`config.mk`:
```
export PLATFORM = sky130hd
export DESIGN_NAME = memref_port_arbiter
export DESIGN_NICKNAME = d
export VERILOG_FILES = /design/src/rtl/memref_arb_pkg.sv /design/src/rtl/rr_arbiter.sv /design/src/rtl/memref_port_arbiter.sv
export SDC_FILE = /design/constraint.sdc
export NUM_CORES = 1
export LEC_CHECK = 0
export ABC_AREA = 1
export CAP_MARGIN = 20
export CORE_AREA = 2 2 74 76
export DETAILED_ROUTE_END_ITERATION = 16
export DIE_AREA = 0 0 76 78
export DONT_BUFFER_PORTS = 1
export GPL_TIMING_DRIVEN = 0
export HOLD_SLACK_MARGIN = 0.06
export PLACE_DENSITY = 0.33
export SLEW_MARGIN = 15
export SYNTH_ARGS = -nofsm -noshare
export SYNTH_HDL_FRONTEND = slang
export SYNTH_SLANG_ARGS = --single-unit
```
`constraint.sdc`:
```
create_clock -name clk -period 1.5 [get_ports clk]
set_clock_uncertainty 0.05 [all_clocks]
set_input_delay 0.3 -clock clk [delete_from_list [all_inputs] [get_ports clk]]
set_output_delay 0.3 -clock clk [all_outputs]
set_load 0.03 [all_outputs]
```
`src/rtl/memref_arb_pkg.sv`:
```
// Shared types and helpers for the memref port arbiter: tag width, read-return tag, request vector.
package memref_arb_pkg;

    localparam int MAX_NREQ  = 8;
    localparam int TAG_MAX_W = 3;

    // Index width for NREQ requesters, never narrower than one bit.
    function automatic int tag_w(input int nreq);
        return (nreq <= 2) ? 1 : $clog2(nreq);
    endfunction

    typedef struct packed {
        logic                 valid;
        logic [TAG_MAX_W-1:0] idx;
    } rd_tag_t;

    typedef logic [MAX_NREQ-1:0] req_vec_t;

endpackage

```
`src/rtl/rr_arbiter.sv`:
```
// Combinational round-robin pick: first active request at or after ptr, wrapping modulo NREQ.
module rr_arbiter
    import memref_arb_pkg::*;
#(
    parameter int NREQ  = 2,
    parameter int TAG_W = tag_w(NREQ)
) (
    input  logic [NREQ-1:0]  req,
    input  logic [TAG_W-1:0] ptr,
    output logic [NREQ-1:0]  gnt,
    output logic [TAG_W-1:0] gnt_idx,
    output logic             gnt_any
);

    always_comb begin
        int pos;
        gnt     = '0;
        gnt_idx = '0;
        gnt_any = 1'b0;
        pos     = 0;
        for (int k = 0; k < NREQ; k++) begin
            pos = int'(ptr) + k;
            if (pos >= NREQ) begin
                pos = pos - NREQ;
            end
            // Inner compare keeps every req/gnt select at a constant index.
            for (int j = 0; j < NREQ; j++) begin
                if (!gnt_any && (j == pos) && req[j]) begin
                    gnt[j]  = 1'b1;
                    gnt_idx = TAG_W'(j);
                    gnt_any = 1'b1;
                end
            end
        end
    end

endmodule

```
`src/rtl/memref_port_arbiter.sv`:
```
// Shares one fixed-latency memref port among NREQ requesters with round-robin grants
// and routes each read return back to its issuer through a tag pipeline.
module memref_port_arbiter
    import memref_arb_pkg::*;
#(
    parameter int WIDTH  = 32,
    parameter int ADDR_W = 6,
    parameter int NREQ   = 2,
    parameter int RD_LAT = 1
) (
    input  logic                   clk,
    input  logic                   rst,
    input  logic [NREQ-1:0]        req_rd_en,
    input  logic [NREQ-1:0]        req_wr_en,
    input  logic [NREQ*ADDR_W-1:0] req_addr_data,
    input  logic [NREQ*WIDTH-1:0]  req_wr_data,
    output logic [NREQ-1:0]        req_gnt,
    output logic [NREQ-1:0]        req_rd_valid,
    output logic [WIDTH-1:0]       req_rd_data,
    output logic                   mem_addr_en,
    output logic [ADDR_W-1:0]      mem_addr_data,
    output logic                   mem_rd_en,
    output logic                   mem_wr_en,
    output logic [WIDTH-1:0]       mem_wr_data,
    input  logic [WIDTH-1:0]       mem_rd_data,
    output logic                   err_rdwr
);

    localparam int TAG_W = tag_w(NREQ);

    logic [NREQ-1:0]  active;
    logic [TAG_W-1:0] ptr;
    logic [TAG_W-1:0] gnt_idx;
    logic             gnt_any;
    logic             gnt_rd;
    logic             gnt_wr;
    rd_tag_t          rd_tag_p [RD_LAT];

    // Requests are masked during reset so every output reads 0 there.
    assign active = (req_rd_en | req_wr_en) & {NREQ{rst}};

    rr_arbiter #(
        .NREQ  (NREQ),
        .TAG_W (TAG_W)
    ) u_rr_arbiter (
        .req     (active),
        .ptr     (ptr),
        .gnt     (req_gnt),
        .gnt_idx (gnt_idx),
        .gnt_any (gnt_any)
    );

    always_comb begin
        gnt_rd        = 1'b0;
        gnt_wr        = 1'b0;
        mem_addr_data = '0;
        mem_wr_data   = '0;
        for (int i = 0; i < NREQ; i++) begin
            if (req_gnt[i]) begin
                gnt_rd        = req_rd_en[i];
                gnt_wr        = req_wr_en[i];
                mem_addr_data = req_addr_data[i*ADDR_W +: ADDR_W];
                mem_wr_data   = req_wr_data[i*WIDTH +: WIDTH];
            end
        end
    end

    // A requester raising both enables gets its write; the read is dropped.
    assign mem_addr_en = gnt_any;
    assign mem_wr_en   = gnt_wr;
    assign mem_rd_en   = gnt_rd & ~gnt_wr;

    always_ff @(posedge clk or negedge rst) begin
        if (!rst) begin
            ptr <= '0;
        end else if (gnt_any) begin
            ptr <= (gnt_idx == TAG_W'(NREQ - 1)) ? '0 : gnt_idx + TAG_W'(1);
        end
    end

    always_ff @(posedge clk or negedge rst) begin
        if (!rst) begin
            err_rdwr <= 1'b0;
        end else begin
            err_rdwr <= err_rdwr | (|(req_rd_en & req_wr_en));
        end
    end

    // Stage 0 captures the issued read; later stages shift it toward the return point.
    always_ff @(posedge clk or negedge rst) begin
        if (!rst) begin
            for (int k = 0; k < RD_LAT; k++) begin
                rd_tag_p[k] <= '0;
            end
        end else begin
            rd_tag_p[0] <= '{valid: mem_rd_en, idx: TAG_MAX_W'(gnt_idx)};
            for (int k = 1; k < RD_LAT; k++) begin
                rd_tag_p[k] <= rd_tag_p[k-1];
            end
        end
    end

    // Last stage lines up with mem_rd_data.
    always_comb begin
        req_rd_valid = '0;
        req_rd_data  = '0;
        for (int i = 0; i < NREQ; i++) begin
            if (rd_tag_p[RD_LAT-1].valid && (int'(rd_tag_p[RD_LAT-1].idx) == i)) begin
                req_rd_valid[i] = 1'b1;
            end
        end
        if (rd_tag_p[RD_LAT-1].valid) begin
            req_rd_data = mem_rd_data;
        end
    end

endmodule
```
Yosys cells after proc, flatten, opt, wreduce, memory -nomap -nowiden:

Index checks and enable logic that the tools add are counted.

* register bits: 4
* bits of input ports: 114
* output and inout bits: 78
* logic and storage cells: 57

* add/sub/neg operators: 4
* order comparisons: 2
* equality and inequality tests: 2
* muxes and demuxes: 23
* bitwise logic cells: 6
* reduce and logical (&&, ||, !) cells: 16

Operators with widths (number)
* 32-bit 2-to-1 mux: 5
* 2-bit by 32-bit equality test with 1-bit output, first input constant: 2
* 32-bit zero test: 2
* 32-bit by 3-bit greater-or-equal comparator with 1-bit output, second input constant: 1
* 32-bit by 3-bit subtractor with 32-bit output, second input constant: 1
* 1-bit 2-to-1 mux: 16
* 6-bit 2-to-1 mux: 2
* 1-bit logical AND: 9
* 2-bit bitwise AND: 2
* 1-bit zero test: 3
* 3-bit zero test: 1
* 1-bit by 2-bit subtractor with 3-bit output, second input constant: 1
* 1-bit by 1-bit adder with 2-bit output, second input constant: 1
* 1-bit by 2-bit greater-or-equal comparator with 1-bit output, second input constant: 1
* 2-bit OR: 1
* 2-bit OR reduction: 1
* 1-bit adder, second input constant: 1
* 1-bit bitwise AND: 1
* 1-bit NOT: 1
* 1-bit OR: 1

Longest topological paths before layout:

Gate-level depths: netlist (run 1).

* depth in word-level cells: 20
* depth in mapped cells: 9
* mapped depth without buffers: 7

By module:

From an unflattened synthesis (run 1), not the netlist that was laid out.

* cells, all modules: 230
* area total of the unflattened synthesis: 1121.1 µm²

Modules (own cells, without submodules)
* memref_port_arbiter: instances 1, cells each 223, area each 1091.0 µm², sequential area each 100.1 µm²
* rr_arbiter: instances 1, cells each 7, area each 30.0 µm², sequential area each 0.0 µm²

Worst setup path before layout (run 1):

Ideal clock, no wire load.

* path kind: reg-to-output
* from: reg ptr
* to: out mem_rd_en
* data arrival time: 1.288 ns
* data required time: 1.150 ns
* slack: -0.138 ns
* stages on the path, launching flop included: 6
* path buffers: 0
* cells stage by stage: dfrtp_1 > inv_1 > o21ai_1 > nand3_1 > nand2_1 > nor2_1

* longest elaborated chain between the ends: 20
* elaborated cells between the ends (all ways): 33
* those cells by class: add/sub: 3; order compare: 2; eq/ne: 2; mux: 12; bitwise: 2; reduce/logical: 12

RTL lines
* start, declared: RTL line memref_port_arbiter.sv:32 `logic [TAG_W-1:0] ptr;`
* start signal, assigned: RTL line memref_port_arbiter.sv:77 `ptr <= (gnt_idx == TAG_W'(NREQ - 1)) ? '0 : gnt_idx + TAG_W'(1);`
* branches (longest 17 deep; another with 32-bit by 3-bit subtractor with 32-bit output)
* 1-bit 2-to-1 mux (*): RTL line memref_port_arbiter.sv:59 `if (req_gnt[i]) begin`
* net mem_wr_en: RTL line memref_port_arbiter.sv:23 `output logic mem_wr_en,`
* 1-bit NOT (*): RTL line memref_port_arbiter.sv:71 `assign mem_rd_en = gnt_rd & ~gnt_wr;`
* 1-bit bitwise AND (*): RTL line memref_port_arbiter.sv:71
* end, declared: RTL line memref_port_arbiter.sv:22 `output logic mem_rd_en,`

Mark *: on every way through the listed nets, which the timed path passes.

Worst setup path in the final report (run 1):

* from: reg ptr
* to: out mem_wr_data[0]

* longest elaborated chain between the ends: 18
* elaborated cells between the ends (all ways): 29
* those cells by class: add/sub: 3; order compare: 2; eq/ne: 2; mux: 10; reduce/logical: 12

RTL lines
* branches (longest 17 deep; another with 32-bit by 3-bit subtractor with 32-bit output)
* 32-bit 2-to-1 mux (*): RTL line memref_port_arbiter.sv:59
* end, declared: RTL line memref_port_arbiter.sv:24 `output logic [WIDTH-1:0] mem_wr_data,`

Mark *: on every way between the ends.

==> impl_metrics.yaml, run 1 <==
grt:
  antenna_found_initial: 0
  grt_pass1_wl_mm: 6.18
  grt_max_degree: 11
  grt.total_usage_pct: 13.0
  overflow: 0
  grt_pass1_vias: 1294
finish:
  final_cell_area_mm2: 0.00174
  nFillCells: 562
  drive_gt1_share_pct: 55.2
  nets: 355
  n_antenna_cell: 0
  final-seq-area_um2: 101
  stdcell_count: 309
  multi_input_area_mm2: 0.00111
  area_delta_synth_final_pct: 76.4
  final_util_pct: 34.5
setup_path:
  cp_max_fo: 6
  cp-start-kind: "register"
  crit_slowest_cell: "dfrtp_1"
  criticalPathCategory: "reg2out"
  rr_worst_depth: 5
  cp.arrival_ns: 1.38
  required_ns: 1.15
  path_cells: "inv_2, o21ai_4, nand2_2, inv_4, buf_8, buf_8, nand2_2, nand2_4"
  crit_path_end_kind: "primary output"
  max_stage_delay_ns: 0.37
route:
  m1WireLength_mm: 1.36
  wl_per_cell_um: 14.1
  drt_pass1_iterations: 4
  antenna_left: 0
  routed-via-count: 1391
  highest_layer: "met4"
  wl_met2_mm: 2.38
  routed_wl_mm: 4.36
  remaining_drc_errors: 0
  first_iter_violations: 33
  via_per_inst: 4.50
  wl_met3_um: 454
synth:
  ys_types: 13
  synth_area_per_cell_um2: 4.36
  syn_nets: 340
  synth_seq_area_share_pct: 10.2
  syn_area_um2: 986
  yosys_register_bits: 4
  yosysWarnings: 0
  syn_inst: 226
clocking:
  cts_tree: "built"
  cts_buffers: 3
  clk_latency_ns: 0.22
  clk_pin_slew_ns: 0.03
  cts_sinks: 4
  clock_path_buffers: 2
  htree_levels: 1
  cts_root_buffer: "clkbuf_8"
placement:
  hpwl_mm: 3.33
  place.gp.congestion: 0.717
  placedInstanceArea_mm2: 0.00113
  portBuffers: 0
  dp.cells: 296
die:
  initial_core_util_pct: 19.6
  dieWidth_um: 76
  core_mm2: 0.00504
  ioPinCount: 192
  num_rows: 26
  die_h_um: 78
  die_area_mm2: 0.00593
pwr:
  ir_drop_mv: 0.310
  leakagePower_nw: 0.979
  seqPwrFrac_pct: 10.0
  intPower_w: 0.000541
  swShare_pct: 58.1
  pwr-share-clk_pct: 17.9
  powerDensity_mw_per_mm2: 743
  p_switching_w: 0.000751
  pwr-share-comb_pct: 72.1
sta:
  fin_crit_ns: 1.73
  setup_slack_ns: -0.227
  hold_ws_ns: 0.191
  tightest_slew_ns: 0.377
  min_period_over_period_pct: 115
  hold_viol: 0
  setup_viol: 39
  slew_violations: 0
  timing.fmax_mhz: 579
  setup_tns_ns: -6.92
  rsz0062_at_grt: "yes"
  slew_headroom_pct: 74.9
min_path:
  min_path_type: "in2reg"
  min_path_cells: 2
run:
  cap_viol_max_count: 0
outcome:
  violations: "negative setup slack"
  status: "complete, but fails checks"
==> metrics by stage <==
stage / setup WS (ns) / power (W)
floorplan: -0.0127 / 0.000740
global placement: -0.165 / 0.000814
detailed placement: -0.149 / 0.000811
CTS: -0.214 / 0.00131
global route: -0.314 / 0.00137
finish: -0.227 / 0.00129
==> power groups by stage <==
stage                     registers (W)  logic [W]  clock network [W]
after global placement         0.000123   0.000690                  0
after detailed placement       0.000123   0.000688                  0
after floorplan                0.000121   0.000619                  0
final                          0.000129   0.000932           0.000231
after global routing           0.000131   0.000983           0.000257
after CTS                      0.000129   0.000936           0.000243
==> flip-flops by register name (all words and copies together) (netlist names) <==
signal    flops
err_rdwr      1
ptr           1
rd_tag_p      2
==> path summary, 6_finish.rpt <==
check | from | end | slack (ns)
setup / recovery | ptr | mem_wr_data[0] | -0.23
hold / removal | req_wr_en[0] | err_rdwr | 0.19
hold reg to reg | ptr | ptr | 0.57
setup reg to reg | ptr | rd_tag_p[3] | 0.30
max in group asynchronous | rst | rd_tag_p[3] | 0.90
min in group asynchronous | rst | ptr | 0.31
==> cells in the final DEF, fill, tap and decap left out, types with 3 or more instances in the layout <==
cell	count
nand2_4	42
dfrtp_1	3
clkbuf_8	3
nand3_1	3
nor2_2	3
nand2_8	4
inv_1	8
buf_4	9
nand2_1	87
nand2_2	19
buf_8	5
inv_2	32
==> routing by layer <==
metal  GRT usage [%]  up-vias
li1                -      661
met1            12.2      594
met2            26.8      123
met3            2.67       13
met4            6.00        0
met5               0        -
==> final cells by class <==
type                            instances  share of cell area (%)
Inverter                               42                    9.35
Tap cell                               70                    5.04
Multi-Input combinational cell        168                    63.9
Timing Repair Buffer                   11                    6.76
Clock buffer                            3                    2.37
Sequential cell                         4                    5.83
Buffer                                 11                    6.76
==> cell families after synthesis <==
| group | Yosys count | share of synthesized area [%] |
|---|---|---|
| simple gates | 163 | 63.2 |
| buf+inv | 54 | 24.1 |
| compound gates | 5 | 2.54 |
| flops | 4 | 10.2 |
==> synthesized netlist by cell type (all sizes together) <==
cell type	count	share of area, %
buf	8	6.6
dfrtp	4	10
a21oi	1	0.51
nand2	152	58
nor2	6	2.8
nand3	5	2.5
inv	42	16
clkbuf	4	1.5
o21ai	4	2.0
==> worst max-delay path: cells and delay by family, from the launching register on <==
kind                   cells  cell delay [ns]
buffers and inverters      4             0.43
and+or+nand+nor            3             0.28
DFF                        1             0.37
AOI/OAI and AO/OA          1             0.07
==> what timing repair did <==
action	in CTS	in global routing
buffers inserted	7	2
endpoints found under the setup margin	73	70
pin swaps	24	6
gates resized for setup	126	33
hold endpoints to repair	4	0
gates cloned	3	0
hold buffers	1	0
Power figures use the tool's default switching activity.
==> run 2: changes to the inputs <==
DONT_BUFFER_PORTS = unset   (was 1)
GPL_ROUTABILITY_DRIVEN = 0   (was unset)
HOLD_SLACK_MARGIN = 0.03   (was 0.06)
PLACE_DENSITY = 0.81   (was 0.33)
==> run 2 against run 1 <==
  * The flow still finishes with violations (negative setup slack)
  * Clock-buffer cell count stayed put
  * Design area is 100% higher
  * Register-to-register slack worse by 0.02 ns
  * Routed wire length is 46% higher
  * Critical path type unchanged
  * Largest cell class is now non-clock buffers
  * Largest power group unchanged
==> impl_metrics.yaml, run 2 (synthesis results as in run 1) <==
pwr:
  p_total_w: 0.00189
  leakagePower_nw: 2.00
  intPower_w: 0.00105
  p_switching_w: 0.000840
  seqPwrFrac_pct: 7.0
  powerDensity_mw_per_mm2: 540
  pwr-share-clk_pct: 11.8
  ir_drop_mv: 0.424
  swShare_pct: 44.6
  pwr-share-comb_pct: 81.2
die:
  die_h_um: 78
  die_area_mm2: 0.00593
  dieWidth_um: 76
  num_rows: 26
  core_mm2: 0.00504
  ioPinCount: 192
  initial_core_util_pct: 19.6
finish:
  final_cell_mix: "clkdlybuf4s50_1, nand2_1, buf_6, buf_4, nand2_2"
  largest_reg_flops: 2
  nFillCells: 440
  final_common_cell: "clkdlybuf4s50_1"
  top_register: "rd_tag_p"
  drive_gt1_share_pct: 46.0
  area_delta_synth_final_pct: 254
  final_util_pct: 69.2
  top_regs: "rd_tag_p x2, err_rdwr x1, ptr x1"
  n_antenna_cell: 0
  nets: 557
setup_path:
  r2r_start: "ptr"
  crit_path_end_kind: "primary output"
  cp_max_fo: 6
  required_ns: 1.15
  r2r-end: "rd_tag_p[3]"
  cp-start-kind: "register"
  cp.arrival_ns: 1.45
  regToRegSetupSlack_ns: 0.28
  criticalPathCategory: "reg2out"
  rr_worst_depth: 7
route:
  via_per_inst: 4.14
  antenna_left: 0
  remaining_drc_errors: 0
  wl_per_cell_um: 12.4
  first_iter_violations: 34
  routed_wl_mm: 6.34
  drt_pass1_iterations: 4
  routed-via-count: 2113
clocking:
  cts_tree: "built"
  clock_path_buffers: 2
  clk_pin_slew_ns: 0.03
  cts_sinks: 4
  clk_latency_ns: 0.21
  cts_buffers: 3
  htree_levels: 1
  cts_root_buffer: "clkbuf_8"
sta:
  slew_headroom_pct: 80.1
  timing.fmax_mhz: 556
  setup_tns_ns: -11.32
  min_period_over_period_pct: 120
  rsz0062_at_grt: "yes"
  setup_slack_ns: -0.299
  tightest_slew_ns: 0.299
  setup_viol: 63
  hold_viol: 0
  fin_crit_ns: 1.80
  slew_violations: 0
min_path:
  holdPathEnd: "err_rdwr"
  min_path_cells: 3
  min_path_type: "in2reg"
  min_from: "req_wr_en[0]"
grt:
  grt_pass1_wl_mm: 9.49
  overflow: 0
  grt.total_usage_pct: 19.2
  grt_max_degree: 11
  antenna_found_initial: 0
  grt_pass1_vias: 2074
placement:
  portBuffers: 191
  dp_worst_setup_slack_ns: -1.36
  hpwl_mm: 4.75
outcome:
  violations: "negative setup slack"
  status: "complete, but fails checks"
run:
  cap_viol_max_count: 0
run 2: cell types whose count changed in the layout (fill, tap and decap cells not counted), sizes merged:
cell           before  now
clkdlybuf4s15       0    2
dlygate4sd2         0    1
buf                19  105
clkdlybuf4s50       0  108
clkbuf              5   10
run 2: metrics by stage:
stage          instances  area, um2  hold slack (ns)
3_3_place_gp         487       3040            0.410
4_1_cts              496       3030            0.328
5_1_grt              511       3490            0.389
2_1_floorplan        226       1040          -0.0456
6_report             511       3490            0.358
3_5_place_dp         487       3040            0.423
run 2: worst max-delay path by stage:
| stage | end | slack, ns | from | depth (start not counted) |
|---|---|---|---|---|
| 5_1_grt | mem_wr_data[16] | -0.37 | req_wr_en[1] | 10 |
| 2_1_floorplan | mem_rd_en | -0.01 | ptr | 5 |
| 4_1_cts | mem_addr_data[3] | -0.28 | ptr | 9 |
| 3_5_place_dp | mem_wr_data[16] | -1.36 | rst | 10 |
| 6_report | mem_wr_data[20] | -0.30 | ptr | 9 |
| 3_3_place_gp | mem_addr_data[2] | -1.34 | rst | 10 |
run 2: power groups by stage:
stage / logic, W / clock network, W / registers (W)
floorplan: 0.000619 / 0 / 0.000121
global placement: 0.00129 / 0 / 0.000123
global route: 0.00162 / 0.000233 / 0.000135
CTS: 0.00132 / 0.000226 / 0.000129
finish: 0.00153 / 0.000222 / 0.000133
detailed placement: 0.00130 / 0 / 0.000122
run 2: what timing repair did:
action / 4_1_cts / 5_1_grt
endpoints found under the setup margin: 78 / 72
resized for setup: 501 / 147
pin swaps: 14 / 9
buffers inserted: 2 / 13
hold endpoints to repair: 4 / 0
gates cloned: 4 / 2
hold buffers: 1 / 0
run 2: cell type report:
class,instances,area (um2),share of cell area (%)
buffer,11,135,3.87
clock buffer,3,41.3,1.18
inverter,42,163,4.66
multi-input combinational,168,905,25.9
sequential,4,101,2.90
tap,70,87.6,2.51
timing repair buffer,213,2060,58.9
run 2: critical path: stages (launching register included):
cell	delay [ns]
dfrtp_1	0.40
inv_2	0.09
o21ai_4	0.07
nand2_2	0.11
inv_4	0.06
buf_8	0.13
buf_4	0.14
nand2_4	0.05
nand2_2	0.06
buf_6	0.13
run 2: metal layers:
metal / vias up / part of all wire, % / wire length, um / global-route usage [%]
met4: 0 / 2.0 / 127 / 5.82
met1: 908 / 36 / 2280 / 19.1
li1: 1068 / - / - / -
met2: 123 / 54 / 3440 / 38.8
met3: 14 / 7.7 / 487 / 4.77
met5: - / 0 / 0 / 0
==> run 3: changes to the inputs <==
CORE_AREA = unset   (was 2 2 74 76)
CORE_ASPECT_RATIO = 0.8   (was unset)
CORE_UTILIZATION = 20   (was unset)
DIE_AREA = unset   (was 0 0 76 78)
PLACE_DENSITY = 0.84   (was 0.81)
==> run 3 against run 2 <==
  * The run still ends with negative setup slack left
  * Hold slack got worse by 0.040 ns
  * Global-route usage rose by 4.1 points
  * Largest power group unchanged
  * Highest routed layer unchanged
  * Clock power is 4% higher
==> impl_metrics.yaml, run 3 (synthesis results as in run 1) <==
outcome:
  status: "complete, but fails checks"
  violations: "negative setup slack"
grt:
  grt_pass1_vias: 1946
  grt_pass1_wl_mm: 9.28
  grt.total_usage_pct: 23.3
  grt_max_degree: 11
  antenna_found_initial: 0
  overflow: 0
die:
  die_area_mm2: 0.00522
  die_h_um: 64.8
  ioPinCount: 192
  num_rows: 22
  core_mm2: 0.00465
  initial_core_util_pct: 21.2
  dieWidth_um: 80.5
min_path:
  min_path_type: "in2reg"
  holdPathEnd: "err_rdwr"
  min_path_cells: 3
  min_from: "req_rd_en[1]"
placement:
  placedInstanceArea_mm2: 0.00303
  dp_worst_setup_slack_ns: -1.39
  hpwl_mm: 4.75
  portBuffers: 191
sta:
  rsz0062_at_grt: "yes"
  hold_ws_ns: 0.318
  min_period_over_period_pct: 127
  tightest_slew_ns: 0.304
  timing.fmax_mhz: 527
  hold_viol: 0
  setup_slack_ns: -0.399
  slew_headroom_pct: 79.8
  fin_crit_ns: 1.90
  slew_violations: 0
  setup_viol: 76
setup_path:
  r2r-end: "rd_tag_p[3]"
  cp.arrival_ns: 1.55
  max_stage_delay_ns: 0.40
  cp-start-kind: "register"
  regToRegSetupSlack_ns: 0.14
  cp_max_fo: 6
  crit_path_end_kind: "primary output"
  path_cells: "inv_2, o21ai_4, nand2_2, inv_4, buf_6, buf_6, nand2_1, nand2_2, buf_6"
  required_ns: 1.15
  criticalPathCategory: "reg2out"
  critPathTopFamily: "buffers and inverters"
  rr_worst_depth: 9
  crit_slowest_cell: "dfrtp_1"
  cpMostUsedCell: "buf_6"
  critPathBufInv: 5
  r2r_start: "ptr"
clocking:
  cts_buffers: 3
  clock_path_buffers: 2
  clk_latency_ns: 0.22
  cts_root_buffer: "clkbuf_8"
  htree_levels: 1
  cts_sinks: 4
  clk_pin_slew_ns: 0.03
  cts_tree: "built"
finish:
  top_regs: "rd_tag_p x2, err_rdwr x1, ptr x1"
  n_antenna_cell: 0
  top_register: "rd_tag_p"
  largest_reg_flops: 2
  drive_gt1_share_pct: 55.7
  final_cell_area_mm2: 0.00383
  final_cell_mix: "clkdlybuf4s50_1, buf_6, nand2_1, nand2_2, nand2_4"
  final_common_cell: "clkdlybuf4s50_1"
  area_delta_synth_final_pct: 288
  nets: 563
pwr:
  ir_drop_mv: 0.500
  powerDensity_mw_per_mm2: 547
  p_total_w: 0.00210
  leakagePower_nw: 2.18
route:
  routed_wl_mm: 7.98
  drt_pass1_iterations: 4
  first_iter_violations: 71
  remaining_drc_errors: 0
  wl_per_cell_um: 15.7
  routed-via-count: 2257
  via_per_inst: 4.45
  antenna_left: 0
run:
  cap_viol_max_count: 0
==> run 3: layer usage <==
layer / wire [um] / GRT usage [%] / share of wire (%) / vias up
met5: 0 / 0 / 0 / -
met4: 401 / 10.3 / 5.0 / 0
met3: 539 / 4.37 / 6.8 / 36
met2: 4420 / 45.1 / 55 / 126
met1: 2610 / 23.9 / 33 / 1014
li1: - / - / - / 1081
==> run 3: layout make-up <==
cell class              count  area [um2]
inverters                  42         160
well taps                  60        75.1
clock buffers               3        41.3
repair buffers            220        2250
flip-flops and latches      4         101
plain buffers              10         131
fillers                   287         823
multi-input cells         168        1060
==> run 3: power breakdown <==
group | switching [W] | internal [W] | leakage, nW
Clock | 0.0000591 | 0.000171 | 0.0216
Combinational | 0.000877 | 0.000855 | 2.11
Sequential | 0.0000149 | 0.000118 | 0.0449
Total | 0.000951 | 0.00114 | 2.18
==> run 3: what timing repair did <==
item,4_1_cts,5_1_grt
endpoints found under the setup margin,78,72
resized for setup,532,198
setup buffers,11,9
gates cloned,4,4
hold buffers,1,0
pin swaps,20,12
hold endpoints to repair,4,0
==> run 3: per-stage QoR <==
step	utilization, %	TNS (ns)	std cells
finish	82.3	-12.26	507
global route	82.3	-16.82	507
CTS	68.1	-9.62	495
detailed placement	65.0	-74.16	477
global placement	65.0	-71.16	477
floorplan	-	-0.0127	226
==> run 3: worst min-delay path: cells and delay by family <==
kind / cells / cell delay, ns
AOI/OAI and AO/OA: 1 / 0.07
buffers and inverters: 2 / 0.17
==> run 3: how the worst max path moves through the flow <==
stage | startpoint | end | slack [ns] | cells after the start
after floorplan | ptr | mem_rd_en | -0.01 | 5
after global placement | rst | mem_wr_data[18] | -1.32 | 10
after detailed placement | rst | mem_wr_data[18] | -1.39 | 10
after CTS | ptr | mem_addr_data[2] | -0.29 | 9
after global routing | ptr | mem_wr_data[11] | -0.49 | 9
final | ptr | mem_wr_data[11] | -0.40 | 9
